### config.mk
export PLATFORM = sky130hd
export DESIGN_NAME = csc_pipe
export DESIGN_NICKNAME = d
export VERILOG_FILES = /design/src/rtl/csc_pkg.sv /design/src/rtl/csc_mac3.sv /design/src/rtl/csc_pipe.sv
export SDC_FILE = /design/constraint.sdc
export NUM_CORES = 1
export LEC_CHECK = 0
export BUFFER_PORTS_ARGS = -buffer_cell sky130_fd_sc_hd__buf_2
export CORE_AREA = 2 2 187 327
export DETAILED_ROUTE_END_ITERATION = 8
export DIE_AREA = 0 0 189 329
export GPL_ROUTABILITY_DRIVEN = 0
export PLACE_DENSITY_LB_ADDON = 0.3
export SYNTH_ARGS = -nofsm -noshare
export SYNTH_HDL_FRONTEND = slang
export SYNTH_SLANG_ARGS = --single-unit
export TNS_END_PERCENT = 100
### constraint.sdc
create_clock -name clk -period 17.45 [get_ports clk]
set_input_delay 5.235 -clock clk [delete_from_list [all_inputs] [get_ports clk]]
set_output_delay 5.235 -clock clk [all_outputs]
set_load 0.02 [all_outputs]
### src/rtl/csc_pkg.sv
// Shared constants, Q8 coefficients and the shift/clamp helper for the
// colour-space converter pipeline.
package csc_pkg;

   localparam int CSC_FRAC      = 8;
   localparam int CSC_COEF_W    = 11;
   localparam int CSC_MAX_DW    = 12;
   localparam int CSC_ACC_MAX_W = CSC_MAX_DW + CSC_FRAC + 4;

   localparam logic [1:0] CSC_YUV2RGB = 2'd0;
   localparam logic [1:0] CSC_RGB2YUV = 2'd1;
   localparam logic [1:0] CSC_BYPASS  = 2'd2;

   typedef logic signed [CSC_COEF_W-1:0] coef_t;

   localparam coef_t CSC_K_ZERO  = 11'sd0;
   localparam coef_t CSC_K_UNITY = 11'sd256;

   // YUV->RGB, BT.601 full range; luma carries the unity (pre-scaled) term
   localparam coef_t CSC_K_RV = 11'sd359;
   localparam coef_t CSC_K_GU = -11'sd88;
   localparam coef_t CSC_K_GV = -11'sd183;
   localparam coef_t CSC_K_BU = 11'sd454;

   localparam coef_t CSC_K_YR = 11'sd77;
   localparam coef_t CSC_K_YG = 11'sd150;
   localparam coef_t CSC_K_YB = 11'sd29;
   localparam coef_t CSC_K_UR = -11'sd43;
   localparam coef_t CSC_K_UG = -11'sd85;
   localparam coef_t CSC_K_UB = 11'sd128;
   localparam coef_t CSC_K_VR = 11'sd128;
   localparam coef_t CSC_K_VG = -11'sd107;
   localparam coef_t CSC_K_VB = -11'sd21;

   typedef struct packed {
      logic [CSC_MAX_DW-1:0] val;
      logic                  clip;
   } csc_clamp_t;

   // acc already contains the +0.5 rounding term; shift drops the fraction
   function automatic csc_clamp_t csc_round_clamp(
      input logic signed [CSC_ACC_MAX_W-1:0] acc,
      input int                              dw
   );
      logic signed [CSC_ACC_MAX_W-1:0] sh;
      logic signed [CSC_ACC_MAX_W-1:0] maxv;
      csc_clamp_t                      res;
      sh   = acc >>> CSC_FRAC;
      maxv = CSC_ACC_MAX_W'((1 << dw) - 1);
      res  = '0;
      if (sh[CSC_ACC_MAX_W-1]) begin
         res.clip = 1'b1;
      end else if (sh > maxv) begin
         res.val  = maxv[CSC_MAX_DW-1:0];
         res.clip = 1'b1;
      end else begin
         res.val  = sh[CSC_MAX_DW-1:0];
      end
      return res;
   endfunction

endpackage

### src/rtl/csc_mac3.sv
// One output row: registered products (S1), then their sum plus offset and
// rounding term (S2). Pure datapath, advanced by the shared pipeline enable.
module csc_mac3
   import csc_pkg::*;
#(
   parameter int DW = 8,
   parameter int AW = DW + CSC_FRAC + 4
) (
   input  logic                 clk,
   input  logic                 en,
   input  coef_t                k0,
   input  coef_t                k1,
   input  coef_t                k2,
   input  logic signed [DW:0]   a0,
   input  logic signed [DW:0]   a1,
   input  logic signed [DW:0]   a2,
   input  logic signed [AW-1:0] off,
   output logic signed [AW-1:0] acc_p2
);

   localparam logic signed [AW-1:0] RND = AW'(1 << (CSC_FRAC - 1));

   logic signed [AW-1:0] prod0_p1_q, prod0_p1_d;
   logic signed [AW-1:0] prod1_p1_q, prod1_p1_d;
   logic signed [AW-1:0] prod2_p1_q, prod2_p1_d;
   logic signed [AW-1:0] off_p1_q, off_p1_d;
   logic signed [AW-1:0] acc_p2_q, acc_p2_d;

   always_comb begin
      prod0_p1_d = prod0_p1_q;
      prod1_p1_d = prod1_p1_q;
      prod2_p1_d = prod2_p1_q;
      off_p1_d   = off_p1_q;
      acc_p2_d   = acc_p2_q;
      if (en) begin
         // S1: coefficient x operand products
         prod0_p1_d = AW'(k0) * AW'(a0);
         prod1_p1_d = AW'(k1) * AW'(a1);
         prod2_p1_d = AW'(k2) * AW'(a2);
         off_p1_d   = off;
         // S2: row sum with offset and half-LSB rounding
         acc_p2_d   = prod0_p1_q + prod1_p1_q + prod2_p1_q + off_p1_q + RND;
      end
   end

   always_ff @(posedge clk) begin
      prod0_p1_q <= prod0_p1_d;
      prod1_p1_q <= prod1_p1_d;
      prod2_p1_q <= prod2_p1_d;
      off_p1_q   <= off_p1_d;
      acc_p2_q   <= acc_p2_d;
   end

   assign acc_p2 = acc_p2_q;

endmodule

### src/rtl/csc_pipe.sv
// Three-stage colour-space converter (YUV<->RGB, bypass) with a global
// valid/ready stall and a saturating clip-event counter.
module csc_pipe
   import csc_pkg::*;
#(
   parameter int DW   = 8,
   parameter int CNTW = 16
) (
   input  logic            clk,
   input  logic            rst,
   input  logic            in_valid,
   output logic            in_ready,
   input  logic [1:0]      in_mode,
   input  logic [DW-1:0]   in_c0,
   input  logic [DW-1:0]   in_c1,
   input  logic [DW-1:0]   in_c2,
   output logic            out_valid,
   input  logic            out_ready,
   output logic [DW-1:0]   out_c0,
   output logic [DW-1:0]   out_c1,
   output logic [DW-1:0]   out_c2,
   output logic            out_clip,
   output logic [CNTW-1:0] clip_cnt,
   input  logic            clip_clr
);

   localparam int AW = DW + CSC_FRAC + 4;
   localparam logic signed [DW:0]   H     = (DW+1)'(1 << (DW - 1));
   localparam logic signed [AW-1:0] OFF_H = AW'((1 << (DW - 1)) << CSC_FRAC);

   logic                 adv;
   logic                 vld_p1_q, vld_p1_d;
   logic                 vld_p2_q, vld_p2_d;
   logic                 out_valid_q, out_valid_d;
   logic                 byp_p1_q, byp_p1_d;
   logic                 byp_p2_q, byp_p2_d;
   logic [DW-1:0]        out_c0_q, out_c0_d;
   logic [DW-1:0]        out_c1_q, out_c1_d;
   logic [DW-1:0]        out_c2_q, out_c2_d;
   logic                 out_clip_q, out_clip_d;
   logic [CNTW-1:0]      clip_cnt_q, clip_cnt_d;

   logic signed [DW:0]   a0, a1, a2;
   coef_t                k_row   [3][3];
   logic signed [AW-1:0] off_row [3];
   logic signed [AW-1:0] acc_p2  [3];
   csc_clamp_t           cl      [3];

   assign adv      = !out_valid_q | out_ready;
   assign in_ready = adv;

   // Operand and coefficient selection; the whole row set follows the pixel's own mode
   always_comb begin
      a0      = {1'b0, in_c0};
      a1      = {1'b0, in_c1};
      a2      = {1'b0, in_c2};
      k_row   = '{default: CSC_K_ZERO};
      off_row = '{default: '0};
      case (in_mode)
         CSC_YUV2RGB: begin
            a1       = {1'b0, in_c1} - H;
            a2       = {1'b0, in_c2} - H;
            k_row[0] = '{CSC_K_UNITY, CSC_K_ZERO, CSC_K_RV};
            k_row[1] = '{CSC_K_UNITY, CSC_K_GU,   CSC_K_GV};
            k_row[2] = '{CSC_K_UNITY, CSC_K_BU,   CSC_K_ZERO};
         end
         CSC_RGB2YUV: begin
            k_row[0]   = '{CSC_K_YR, CSC_K_YG, CSC_K_YB};
            k_row[1]   = '{CSC_K_UR, CSC_K_UG, CSC_K_UB};
            k_row[2]   = '{CSC_K_VR, CSC_K_VG, CSC_K_VB};
            off_row[1] = OFF_H;
            off_row[2] = OFF_H;
         end
         default: begin
            k_row[0] = '{CSC_K_UNITY, CSC_K_ZERO,  CSC_K_ZERO};
            k_row[1] = '{CSC_K_ZERO,  CSC_K_UNITY, CSC_K_ZERO};
            k_row[2] = '{CSC_K_ZERO,  CSC_K_ZERO,  CSC_K_UNITY};
         end
      endcase
   end

   for (genvar r = 0; r < 3; r++) begin : g_row
      csc_mac3 #(
         .DW (DW),
         .AW (AW)
      ) u_mac (
         .clk    (clk),
         .en     (adv),
         .k0     (k_row[r][0]),
         .k1     (k_row[r][1]),
         .k2     (k_row[r][2]),
         .a0     (a0),
         .a1     (a1),
         .a2     (a2),
         .off    (off_row[r]),
         .acc_p2 (acc_p2[r])
      );
   end

   always_comb begin
      for (int r = 0; r < 3; r++) begin
         cl[r] = csc_round_clamp(CSC_ACC_MAX_W'(acc_p2[r]), DW);
      end
   end

   always_comb begin
      vld_p1_d    = vld_p1_q;
      vld_p2_d    = vld_p2_q;
      out_valid_d = out_valid_q;
      byp_p1_d    = byp_p1_q;
      byp_p2_d    = byp_p2_q;
      out_c0_d    = out_c0_q;
      out_c1_d    = out_c1_q;
      out_c2_d    = out_c2_q;
      out_clip_d  = out_clip_q;
      if (adv) begin
         vld_p1_d    = in_valid;
         byp_p1_d    = in_mode[1];
         vld_p2_d    = vld_p1_q;
         byp_p2_d    = byp_p1_q;
         // S3: rounded, clamped result
         out_valid_d = vld_p2_q;
         out_c0_d    = cl[0].val[DW-1:0];
         out_c1_d    = cl[1].val[DW-1:0];
         out_c2_d    = cl[2].val[DW-1:0];
         out_clip_d  = vld_p2_q & ~byp_p2_q & (cl[0].clip | cl[1].clip | cl[2].clip);
      end
   end

   always_comb begin
      clip_cnt_d = clip_cnt_q;
      if (clip_clr) begin
         clip_cnt_d = '0;
      end else if (out_valid_q & out_ready & out_clip_q & ~&clip_cnt_q) begin
         clip_cnt_d = clip_cnt_q + CNTW'(1);
      end
   end

   always_ff @(posedge clk or negedge rst) begin
      if (!rst) begin
         vld_p1_q    <= 1'b0;
         vld_p2_q    <= 1'b0;
         out_valid_q <= 1'b0;
         out_c0_q    <= '0;
         out_c1_q    <= '0;
         out_c2_q    <= '0;
         out_clip_q  <= 1'b0;
         clip_cnt_q  <= '0;
      end else begin
         vld_p1_q    <= vld_p1_d;
         vld_p2_q    <= vld_p2_d;
         out_valid_q <= out_valid_d;
         out_c0_q    <= out_c0_d;
         out_c1_q    <= out_c1_d;
         out_c2_q    <= out_c2_d;
         out_clip_q  <= out_clip_d;
         clip_cnt_q  <= clip_cnt_d;
      end
   end

   always_ff @(posedge clk) begin
      byp_p1_q <= byp_p1_d;
      byp_p2_q <= byp_p2_d;
   end

   assign out_valid = out_valid_q;
   assign out_c0    = out_c0_q;
   assign out_c1    = out_c1_q;
   assign out_c2    = out_c2_q;
   assign out_clip  = out_clip_q;
   assign clip_cnt  = clip_cnt_q;

endmodule

# Word level (Yosys, flattened, before mapping)
# Index checks and enable logic that the tools add are counted.
word_totals:
  reg_bits: 326
  latch_bits: 0
  mem_bits_rw: 0
  rom_bits: 0
  wordCells: 83
  mem_count: 0
op_classes:
  n_addsub: 14
  multipliers: 9
  div_mod_pow: 0
  magnitude_cmp: 3
  n_eq_ne: 1
  shift: 0
  n_mux: 18
  bitwise: 9
  reduce_logical: 5
op_table:
  columns: ["operator", "count"]
  rows:
  - ["97-bit one-hot mux with 2 select lines", 1]
  - ["20-bit adder", 8]
  - ["11-bit by 9-bit multiplier with 20-bit output", 8]
  - ["20-bit by 9-bit adder with 20-bit output (second input constant)", 3]
  - ["8-bit two-way mux", 6]
  - ["12-bit by 9-bit greater-than comparator with 1-bit output (second input constant)", 3]
  - ["36-bit two-way mux", 1]
  - ["16-bit two-way mux", 2]
  - ["9-bit two-way mux", 2]
  - ["8-bit by 8-bit subtractor with 9-bit output (second input constant)", 2]
  - ["9-bit by 8-bit multiplier with 17-bit output", 1]
  - ["16-bit by 1-bit adder with 16-bit output (second input constant)", 1]
  - ["16-bit AND reduction", 1]
  - ["1-bit two-way mux", 6]
  - ["1-bit AND", 5]
  - ["1-bit bitwise OR", 3]
  - ["2-bit by 1-bit equality test with 1-bit output (second input constant)", 1]
  - ["1-bit logical NOT", 2]
  - ["2-bit logical NOT", 1]
  - ["2-bit nonzero test", 1]
  - ["1-bit inverter", 1]

# Logic depth before layout (Yosys ltp)
# Gate-level depths: netlist of the first run.
depth:
  ltp_word: 6
  depth_mapped: 24

# By module
# Synthesis of the first run repeated with hierarchy kept, for this count alone.
hier_totals:
  hier_cells: 4692
  hier_area_um2: 48931.9
modules_own_cells:
  columns: ["mod", "instances", "cells_each", "area_per_inst_um2", "seq_area_each_um2"]
  rows:
  - ["csc_mac3 at g_row[0].u_mac", 1, 1479, 15578.7, 3002.9]
  - ["csc_mac3 at g_row[2].u_mac", 1, 1494, 15538.7, 3002.9]
  - ["csc_mac3 at g_row[1].u_mac", 1, 1476, 15428.5, 3002.9]
  - ["csc_pipe", 1, 243, 2386.0, 1161.1]

# Least setup slack after synthesis of the first run
# No wires, ideal clock.
synth_timing:
  kind: "in2out"
  startpoint: "input port out_ready"
  endpoint: "output port in_ready"
  t_arrival_ns: 11.280
  required_ns: 12.215
  slack_ns: 0.935
  stages: 3
  path_buffers: 2
  cell_sequence: "nand2b_1 clkbuf_1 buf_1"
synth_between:
  elab_chain_cells: 1
synth_rtl:
  columns: ["element", "line_no", "rtl"]
  rows:
  - ["start, declared", "csc_pipe.sv:18", "input logic out_ready,"]
  - ["1-bit bitwise OR", "csc_pipe.sv:49", "assign adv = !out_valid_q | out_ready;"]
  - ["end, declared", "csc_pipe.sv:12", "output logic in_ready,"]
# No other way between the ends.

# Final worst setup path of the first run
# Ends and elaborated chain as after synthesis.

==> results of run 1 <==
stage by stage:
stage	util	area [um^2]	setup WS [ns]
after floorplan	-	29600	0.935
after global placement	0.517	30900	5.81
after detailed placement	0.517	30900	5.66
after CTS	0.532	31700	6.00
after global routing	0.532	31700	5.76
final	0.532	31700	6.01
power by group through the flow:
stage	Clock (mW)	Sequential (mW)	Combinational, mW
global route	0.602	1.21	3.69
floorplan	0	1.20	2.40
CTS	0.589	1.19	3.29
finish	0.573	1.19	3.27
global placement	0	1.20	3.14
detailed placement	0	1.20	3.25
state kept, by name, indices dropped and copies added, names as in the netlist:
| register | count |
|---|---|
| out_clip | 1 |
| out_valid | 1 |
| out_c1 | 8 |
| out_c2 | 8 |
| g_row.u_mac.acc_p2 | 36 |
| vld_p1_q | 1 |
| vld_p2_q | 1 |
| g_row.u_mac.off_p1_q | 1 |
| g_row.u_mac.prod1_p1_q | 55 |
| g_row.u_mac.prod2_p1_q | 60 |
| out_c0 | 8 |
| clip_cnt | 16 |
| byp_p1_q | 1 |
| g_row.u_mac.prod0_p1_q | 44 |
| byp_p2_q | 1 |
worst max-delay path by stage:
stage | from | endpoint | slack, ns | cells past startpoint
6_report | out_ready | in_ready | 6.01 | 3
3_5_place_dp | in_mode[0] | g_row[0].u_mac.prod1_p1_q[19] | 5.66 | 23
3_3_place_gp | in_mode[0] | g_row[0].u_mac.prod1_p1_q[16] | 5.81 | 24
5_1_grt | in_mode[0] | g_row[0].u_mac.prod1_p1_q[19] | 5.76 | 23
4_1_cts | out_ready | in_ready | 6.00 | 3
2_1_floorplan | out_ready | in_ready | 0.93 | 3
layout make-up:
cell class / count / area, um^2
Fill cell: 5229 / 28000
Multi-Input combinational cell: 1879 / 20300
Sequential cell: 242 / 7050
Inverter: 556 / 2090
Tap cell: 786 / 983
Clock buffer: 29 / 671
Timing Repair Buffer: 84 / 460
Clock inverter: 17 / 184
worst reg2reg max path, cell delays in order, from the launching register on:
cell and delay, ns:
edfxtp_1 0.66, fa_1 0.67, fa_1 0.43, ha_1 0.36, or3_1 0.37, o21ai_0 0.09
a31oi_1 0.12, or4_1 0.51, nand3_1 0.14
synthesized netlist by cell type (5+ instances only):
| cell type | n | area [um^2] |
|---|---|---|
| or2_2 | 6 | 37.5 |
| nor3_1 | 38 | 190 |
| nor2b_1 | 44 | 275 |
| nand3_1 | 37 | 185 |
| edfxtp_1 | 198 | 5950 |
| xor2_1 | 48 | 420 |
| a221oi_1 | 7 | 61.3 |
| a211oi_1 | 11 | 82.6 |
| inv_1 | 556 | 2090 |
| nand2_1 | 95 | 357 |
| nor2_1 | 91 | 342 |
| dfrtp_1 | 44 | 1100 |
| nor4_1 | 6 | 37.5 |
| and3_1 | 16 | 100 |
| a31oi_1 | 13 | 81.3 |
| fa_1 | 373 | 7470 |
| or3_1 | 19 | 119 |
| a21oi_1 | 119 | 596 |
| o21a_1 | 10 | 75.1 |
| ha_1 | 545 | 6820 |
| and2_1 | 26 | 163 |
| nand3b_1 | 6 | 45.0 |
| o211ai_1 | 6 | 45.0 |
| o21ai_0 | 44 | 220 |
| xnor2_1 | 119 | 1040 |
| nand4_1 | 11 | 68.8 |
| or4_1 | 5 | 37.5 |
| o21bai_1 | 37 | 278 |
| a41oi_1 | 5 | 43.8 |
| clkbuf_1 | 31 | 116 |
| a21o_1 | 39 | 293 |
| nand2b_1 | 28 | 175 |
cell families after synthesis:
group,after synthesis,share of synthesized area
xor gates and xnor gates,167,0.0495
muxes,5,0.00182
adders and majority gates,918,0.483
AOI/OAI and AO/OA,342,0.0761
other,2,0.000254
DFF,242,0.238
buffers and inverters,592,0.0753
and+or+nand+nor,439,0.0753
per-layer routing:
layer  up-vias  wire [um]
li1       9129          -
met1      9690      24200
met2       435      38100
met3       160       2000
met4         0       4420
met5         -          0
==> flow_metrics.env, run 1 <==
export IMPL_grt_max_degree=157
export IMPL_grt_pass1_wl_um=111000
export IMPL_grt_busiest_layer="met2"
export IMPL_drt_iter0_drc=888
export IMPL_crit_chain="buf_2 > nand2b_4 > buf_2"
export IMPL_hp_class="flip-flop to flip-flop"
export IMPL_clkLatencyLatePin_ns=0.56
export IMPL_drt_first_pass_iters=5
export IMPL_p_per_area_nw_per_um2=158
export IMPL_crit_path_end_kind="primary output"
export IMPL_antenna_diode_count=0
export IMPL_final_cell_mix="556 x inv_1, 545 x ha_1, 373 x fa_1"
export IMPL_p_comb_frac=0.650
export IMPL_cts_max_level=1
export IMPL_holdPathStages=0
export IMPL_rsz0062_at_grt="no"
export IMPL_finalCritPeriodShare=0.655
export IMPL_postRouteAntennaNets=0
export IMPL_viasPerCell=5.40
export IMPL_dieArea_um2=62200
export IMPL_groute_layer_met3_usage=0.0184
export IMPL_area_growth_pct=7.40
export IMPL_path_buf_inv=2
export IMPL_synth_area_um2=29600
export IMPL_cts_sinks=242
export IMPL_setup_tns_ns=0
export IMPL_r2r_start="g_row[1].u_mac.off_p1_q[15]"
export IMPL_postCtsHoldBufs=0
export IMPL_synth_ff_type="edfxtp_1"
export IMPL_clk_pin_slew_ns=0.08
export IMPL_yosys_cell_types_count=68
export IMPL_cp_top_family="simple AND/OR/NAND/NOR gates"
export IMPL_fp_coreArea_um2=59700
export IMPL_max_slew_margin_rel=0.291
export IMPL_ctsLongestPathBuffers=3
export IMPL_drv_cap=0
export IMPL_post_cts_buffers=0
export IMPL_rows=119
export IMPL_syn_inst=2707
export IMPL_cts_made_buffers=25
export IMPL_gr_usage_met2=0.449
export IMPL_setup_viol=0
export IMPL_cp_max_fo=51
export IMPL_grtUsageTotal=0.229
export IMPL_ir_drop_v=0.000171
export IMPL_postCtsResizedCells=0
export IMPL_arrival_ns=6.20
export IMPL_async_flop_share=0.182
export IMPL_dpl_hpwl_um=58200
export IMPL_drc=0
export IMPL_antenna_found_initial=0
export IMPL_worstSetupPathType="input pin to primary output"
export IMPL_port_buffers=73
export IMPL_synth_edf_count=198
export IMPL_initial_core_util=0.495
export IMPL_p_leak_nw=16.5
export IMPL_ff2ff_setup_slack_ns=13.96
export IMPL_clock_fmax_mhz=87.4
export IMPL_slowest_delay_ns=0.53
export IMPL_layout_commonest_cell="inv_1"
export IMPL_ys_warn_count=0
export IMPL_yosys_register_bits=242
export IMPL_min_delay_start="byp_p1_q"
export IMPL_grt_pass1_vias=21700
export IMPL_cts_tree="yes"
export IMPL_r2r_cells=8
export IMPL_place_inst=3547
export IMPL_cpMostUsedCell="buf_2"
export IMPL_min_period_ns=11.44
export IMPL_yosysSeqAreaShare=0.238
export IMPL_worst_path_max_delay_cell="nand2b_4"
export IMPL_hold_viol_final=0
export IMPL_layout_drive_gt1_share=0.0545
export IMPL_grtUsageMet1=0.236
export IMPL_io_pins=74
export IMPL_fin_skew_ns=0.0212
export IMPL_internal_power_mw=2.77
export IMPL_die_w_um=189
export IMPL_r2r_end="g_row[1].u_mac.acc_p2[19]"
export IMPL_total_power_mw=5.03
export IMPL_worstPathRequired_ns=12.21
export IMPL_drt_wl_total_um=68700
export IMPL_p_clk_frac=0.114
export IMPL_grt_overflow=0
export IMPL_avgRoutedWirePerCell_um=19.1
export IMPL_cp_start_kind="input pin"
export IMPL_p_seq_frac=0.236
export IMPL_switching_share=0.449
export IMPL_whs_ns=0.433
export IMPL_hold_end="byp_p2_q"
export IMPL_tightest_slew_ns=1.06
export IMPL_syn_area_per_cell_um2=10.9
export IMPL_finalNonFillerCells=3593
export IMPL_num_vias=19400
export IMPL_die_h_um=329
export IMPL_switching_power_mw=2.26
export IMPL_finish_net_count=3737
export IMPL_timing_final_max_slew_violations=0
export IMPL_cts_root_buffer="clkbuf_16"
export IMPL_outcome="finished clean"
(Power assumes the default switching activity.)
==> run 2, diff against run 1 <==
--- a/config.mk
+++ b/config.mk
@@ -5,10 +5,11 @@
 export SDC_FILE = /design/constraint.sdc
 export NUM_CORES = 1
 export LEC_CHECK = 0
+export ABC_AREA = 1
 export BUFFER_PORTS_ARGS = -buffer_cell sky130_fd_sc_hd__buf_2
-export CORE_AREA = 2 2 187 327
+export CORE_AREA = 2 2 191 334
 export DETAILED_ROUTE_END_ITERATION = 8
-export DIE_AREA = 0 0 189 329
+export DIE_AREA = 0 0 193 336
 export GPL_ROUTABILITY_DRIVEN = 0
 export PLACE_DENSITY_LB_ADDON = 0.3
 export SYNTH_ARGS = -nofsm -noshare
==> constraint.sdc (replaced) <==
create_clock -name clk -period 10 [get_ports clk]
set_input_delay 3 -clock clk [delete_from_list [all_inputs] [get_ports clk]]
set_output_delay 3 -clock clk [all_outputs]
set_load 0.02 [all_outputs]
==> flow_metrics.env, run 2 <==
export IMPL_outcome="finished clean"
export IMPL_drv_cap=0
export IMPL_timing_final_max_slew_violations=0
export IMPL_cts_tree="yes"
export IMPL_port_buffers=73
export IMPL_io_pins=74
export IMPL_finalNonFillerCells=4207
export IMPL_setup_viol=0
export IMPL_cts_made_buffers=26
export IMPL_syn_inst=3263
export IMPL_cp_start_kind="input pin"
export IMPL_postCtsResizedCells=0
export IMPL_worstPathRequired_ns=10.31
export IMPL_postCtsHoldBufs=0
export IMPL_ir_drop_v=0.000282
export IMPL_seq_area_um2=7050
export IMPL_place_area_um2=32500
export IMPL_tightest_slew_ns=0.998
export IMPL_yosysSeqAreaShare=0.228
export IMPL_yosysMostFrequentCell="inv_1"
export IMPL_avgRoutedWirePerCell_um=17.5
export IMPL_synth_edf_count=198
export IMPL_rows=121
export IMPL_cts_root_buffer="clkbuf_16"
export IMPL_arrival_ns=8.91
export IMPL_yosys_area_top_type_share=0.242
export IMPL_antenna_found_initial=1
export IMPL_drt_first_pass_iters=5
export IMPL_cts_sinks=242
export IMPL_syn_area_per_cell_um2=9.46
export IMPL_fin_area_um2=33400
export IMPL_finalCritPeriodShare=0.860
export IMPL_die_h_um=336
export IMPL_fin_skew_ns=0.0155
export IMPL_drc=0
export IMPL_worstSetupPathType="input pin to flip-flop"
export IMPL_clkLatencyLatePin_ns=0.56
export IMPL_clk_pin_slew_ns=0.07
export IMPL_met3_length_um=2300
export IMPL_final_cell_mix="687 x inv_1, 545 x ha_1, 507 x nand2_1"
export IMPL_ys_warn_count=0
export IMPL_hold_viol_final=0
export IMPL_place_inst=4159
export IMPL_reg_top3="g_row.u_mac.prod2_p1_q (60), g_row.u_mac.prod1_p1_q (55), g_row.u_mac.prod0_p1_q (44)"
export IMPL_total_power_mw=9.79
export IMPL_max_slew_margin_rel=0.335
export IMPL_grtUsageTotal=0.240
export IMPL_regMostFlops="g_row.u_mac.prod2_p1_q"
export IMPL_cts_max_level=1
export IMPL_dpl_hpwl_um=63600
export IMPL_crit_path_end_kind="flip-flop"
export IMPL_grt_overflow=0
export IMPL_antenna_diode_count=0
export IMPL_async_flop_share=0.182
export IMPL_startpoint="in_mode[1]"
export IMPL_finish_net_count=4337
export IMPL_viasPerCell=5.17
export IMPL_clock_fmax_mhz=116
export IMPL_min_period_ns=8.60
export IMPL_r2r_start="out_valid"
export IMPL_p_per_area_nw_per_um2=293
export IMPL_initial_core_util=0.497
export IMPL_ctsLongestPathBuffers=3
export IMPL_drt_iter0_drc=747
export IMPL_ff2ff_setup_slack_ns=6.86
export IMPL_dr_wl_met2_um=39800
export IMPL_num_vias=21700
export IMPL_highest_layer="met4"
export IMPL_die_w_um=193
export IMPL_multi_input_area_um2=21200
export IMPL_crit_end="g_row[0].u_mac.prod1_p1_q[19]"
export IMPL_hp_class="flip-flop to flip-flop"
export IMPL_drt_wl_total_um=73800
export IMPL_drt_met1_wl_um=26600
export IMPL_synth_area_leader_cell="fa_1"
export IMPL_grt_pass1_wl_um=120000
export IMPL_rsz0062_at_grt="no"
export IMPL_layout_drive_gt1_share=0.0502
export IMPL_layout_commonest_cell="inv_1"
export IMPL_cp_max_fo=12
export IMPL_synth_common_cells="688 x inv_1, 545 x ha_1, 507 x nand2_1"
export IMPL_r2r_end="g_row[1].u_mac.prod1_p1_q[16]"
export IMPL_grt_pass1_vias=23200
export IMPL_final_fill_count=5655
export IMPL_p_leak_nw=18.0
export IMPL_area_growth_pct=8.25
export IMPL_yosys_cell_types_count=37
export IMPL_largest_reg_flops=60
export IMPL_yosys_register_bits=242
export IMPL_post_cts_buffers=0
export IMPL_synth_ff_type="edfxtp_1"
export IMPL_grt_max_degree=79
export IMPL_synth_area_um2=30900
export IMPL_ys_top_cells_by_area="fa_1 24%, ha_1 22%, edfxtp_1 19%"
export IMPL_fp_coreArea_um2=62100
export IMPL_setup_tns_ns=0
export IMPL_dieArea_um2=64800
export IMPL_postRouteAntennaNets=0
export IMPL_r2r_cells=6
-- run 2: worst min path at each step --
stage	cells past startpoint	start	slack (ns)	to
floorplan	0	byp_p1_q	0.40	byp_p2_q
detailed placement	0	byp_p1_q	0.40	byp_p2_q
CTS	0	byp_p1_q	0.42	byp_p2_q
finish	0	byp_p1_q	0.42	byp_p2_q
global placement	0	byp_p1_q	0.40	byp_p2_q
global route	0	byp_p1_q	0.43	byp_p2_q
-- run 2: cells by family after synthesis --
group,Yosys count,share of synthesized area
DFF,242,0.228
adders and majority gates,918,0.463
and+or+nand+nor,941,0.125
other,2,0.000243
AOI/OAI and AO/OA,300,0.0542
buffers and inverters,711,0.0870
xor gates and xnor gates,149,0.0423
-- run 2: layout make-up --
type                            count  share of cell area
Clock inverter                     20             0.00798
Clock buffer                       28              0.0203
Tap cell                          799              0.0299
Timing Repair Buffer              113              0.0199
Sequential cell                   242               0.211
Multi-Input combinational cell   2316               0.633
Inverter                          689              0.0775
-- run 2: per-layer routing --
metal,track usage,vias to the layer above
met5,0,-
met2,0.461,479
li1,-,10700
met4,0.136,0
met3,0.0165,174
met1,0.255,10400
-- run 2: report_power, final --
| part | leakage [nW] | switching, mW | internal (mW) | total, mW |
|---|---|---|---|---|
| sequential | 2.62 | 0.329 | 1.85 | 2.18 |
| combinational | 15.0 | 4.10 | 2.44 | 6.54 |
| clock | 0.449 | 0.440 | 0.629 | 1.07 |
| total | 18.0 | 4.87 | 4.92 | 9.79 |
-- run 2: metrics by stage --
stage / hold slack, ns / utilization / setup slack, ns
floorplan: 0.400 / - / 1.11
global placement: 0.401 / 0.523 / 1.10
detailed placement: 0.405 / 0.523 / 0.928
CTS: 0.420 / 0.538 / 1.51
global route: 0.429 / 0.538 / 1.21
finish: 0.420 / 0.538 / 1.40
-- run 2: critical path: stages --
cell	delay (ns)
buf_2	0.22
nor2_1	0.61
ha_1	0.38
nor2_1	0.27
inv_1	0.18
nor2_1	0.30
inv_1	0.16
fa_1	0.53
inv_1	0.04
ha_1	0.26
inv_1	0.06
fa_1	0.55
inv_1	0.06
fa_1	0.53
inv_1	0.05
fa_1	0.52
inv_1	0.04
ha_1	0.35
a21oi_1	0.15
nand2_1	0.14
nand3_1	0.10
nand2_1	0.10
nand3_1	0.09
nand2_1	0.06
xor2_1	0.14
==> run 3, diff against run 2 <==
--- a/config.mk
+++ b/config.mk
@@ -7,9 +7,9 @@
 export LEC_CHECK = 0
 export ABC_AREA = 1
 export BUFFER_PORTS_ARGS = -buffer_cell sky130_fd_sc_hd__buf_2
-export CORE_AREA = 2 2 191 334
+export CORE_AREA = 8 8 252 436
 export DETAILED_ROUTE_END_ITERATION = 8
-export DIE_AREA = 0 0 193 336
+export DIE_AREA = 0 0 260 444
 export GPL_ROUTABILITY_DRIVEN = 0
 export PLACE_DENSITY_LB_ADDON = 0.3
 export SYNTH_ARGS = -nofsm -noshare
==> flow_metrics.env, run 3 (synthesized netlist as in run 2, its figures left out) <==
export IMPL_switching_power_mw=5.01
export IMPL_cts_made_buffers=27
export IMPL_max_slew_margin_rel=0.266
export IMPL_fin_skew_ns=0.0264
export IMPL_multi_input_area_um2=21200
export IMPL_cts_tree="yes"
export IMPL_cts_sinks=242
export IMPL_grtUsageTotal=0.151
export IMPL_drc=0
export IMPL_p_per_area_nw_per_um2=291
export IMPL_worstSetupPathType="input pin to flip-flop"
export IMPL_finalNonFillerCells=4759
export IMPL_post_cts_buffers=0
export IMPL_layout_drive_gt1_share=0.0487
export IMPL_finalCritPeriodShare=0.833
export IMPL_switching_share=0.507
export IMPL_worstPathRequired_ns=10.32
export IMPL_rsz0062_at_grt="no"
export IMPL_seq_area_um2=7050
export IMPL_initial_core_util=0.297
export IMPL_cp_max_fo=28
export IMPL_port_buffers=73
export IMPL_drt_wl_total_um=86100
export IMPL_timing_final_max_slew_violations=0
export IMPL_final_cell_mix="687 x inv_1, 545 x ha_1, 507 x nand2_1"
export IMPL_cts_max_level=1
export IMPL_regMostFlops="g_row.u_mac.prod2_p1_q"
export IMPL_crit_path_end_kind="flip-flop"
export IMPL_largest_reg_flops=60
export IMPL_place_inst=4709
export IMPL_reg_top3="g_row.u_mac.prod2_p1_q (60), g_row.u_mac.prod1_p1_q (55), g_row.u_mac.prod0_p1_q (44)"
export IMPL_dpl_hpwl_um=75300
export IMPL_p_seq_frac=0.216
export IMPL_p_comb_frac=0.679
export IMPL_viasPerCell=4.59
export IMPL_grt_pass1_vias=24000
export IMPL_final_fill_count=10700
export IMPL_area_growth_pct=10.3
export IMPL_cts_root_buffer="clkbuf_16"
export IMPL_postRouteAntennaNets=0
export IMPL_dieArea_um2=115000
export IMPL_outcome="finished clean"
export IMPL_whs_ns=0.469
export IMPL_fp_coreArea_um2=104000
export IMPL_ctsLongestPathBuffers=3
export IMPL_postCtsResizedCells=0
export IMPL_io_pins=74
export IMPL_grt_overflow=0
export IMPL_grt_pass1_wl_um=134000
export IMPL_num_vias=21900
export IMPL_arrival_ns=8.65
export IMPL_clock_fmax_mhz=120
export IMPL_min_period_ns=8.33
export IMPL_clkLatencyLatePin_ns=0.59
export IMPL_setup_viol=0
export IMPL_hp_class="flip-flop to flip-flop"
export IMPL_finish_net_count=4336
export IMPL_grt_max_degree=69
export IMPL_p_clk_frac=0.105
export IMPL_internal_power_mw=4.88
export IMPL_rows=157
export IMPL_antenna_found_initial=3
export IMPL_p_leak_nw=18.0
export IMPL_die_w_um=260
export IMPL_layout_commonest_cell="inv_1"
export IMPL_hold_viol_final=0
export IMPL_ir_drop_v=0.000177
export IMPL_postCtsHoldBufs=0
export IMPL_die_h_um=444
export IMPL_clk_pin_slew_ns=0.06
export IMPL_drv_cap=0
export IMPL_tightest_slew_ns=1.10
export IMPL_cp_start_kind="input pin"
export IMPL_avgRoutedWirePerCell_um=18.1
export IMPL_drt_iter0_drc=894
export IMPL_setup_tns_ns=0
export IMPL_drt_first_pass_iters=5
==> run 3: changes by cell type in the layout (fill, tap and decap cells not counted), sizes merged <==
cell / change
inv: -1
bufinv: -3
diode: +2
buf: -2
clkbuf: +7
clkinvlp: -3
==> run 3: power by group through the flow <==
stage | clock, mW | sequential, mW | combinational [mW]
finish | 1.04 | 2.14 | 6.72
global route | 1.10 | 2.18 | 7.74
CTS | 1.08 | 2.16 | 6.85
detailed placement | 0 | 2.18 | 6.78
global placement | 0 | 2.18 | 6.74
floorplan | 0 | 2.09 | 4.87
==> run 3: path summary, 6_finish.rpt <==
kind                            startpoint                            end  slack (ns)  cells after the start
min in group asynchronous              rst                      out_c2[0]        2.53                      2
worst min register to register    vld_p2_q                      out_valid        0.47                      2
worst min-delay path              vld_p2_q                      out_valid        0.47                      2
worst max register to register   out_valid  g_row[2].u_mac.prod1_p1_q[18]        6.26                      6
max in group asynchronous              rst                      out_c0[3]        6.95                      2
worst max-delay path            in_mode[1]  g_row[0].u_mac.prod2_p1_q[19]        1.67                     22
==> run 3: metrics by stage <==
step                      cell area, um^2  power (mW)   util  setup WS [ns]
after floorplan                     30900        6.96      -           1.11
after global placement              33100        8.92  0.319           1.21
after detailed placement            33100        8.96  0.319           1.16
after CTS                           34000        10.1  0.327           1.78
after global routing                34000        11.0  0.327           1.32
final                               34000        9.89  0.327           1.67
==> run 3: cell type report <==
type / instances / share of cell area
antenna: 2 / 0.000147
clock buffer: 35 / 0.0217
clock inverter: 13 / 0.00434
inverter: 689 / 0.0761
multi-input combinational: 2316 / 0.622
sequential: 242 / 0.207
tap: 1351 / 0.0497
timing repair buffer: 111 / 0.0191
==> run 3: critical path, stage by stage <==
cell and delay (ns):
buf_2 0.11, buf_4 0.26, nor2_1 0.21, inv_1 0.31, nor2_1 0.72, inv_1 0.27, fa_1 0.46, fa_1 0.49
inv_1 0.05, fa_1 0.49, fa_1 0.49, inv_1 0.05, fa_1 0.49, inv_1 0.04, ha_1 0.34, a21oi_1 0.17
nand2_1 0.15, nand2_1 0.10, nand2_1 0.10, nand3_1 0.11, nand3b_1 0.09, xor2_1 0.14
==> run 3: layer usage <==
layer / up-vias / part of all wire / GRT usage
met5: - / 0 / 0
met1: 10600 / 0.33 / 0.140
met2: 349 / 0.58 / 0.308
met4: 0 / 0.070 / 0.0932
met3: 198 / 0.022 / 0.0112
li1: 10700 / - / -
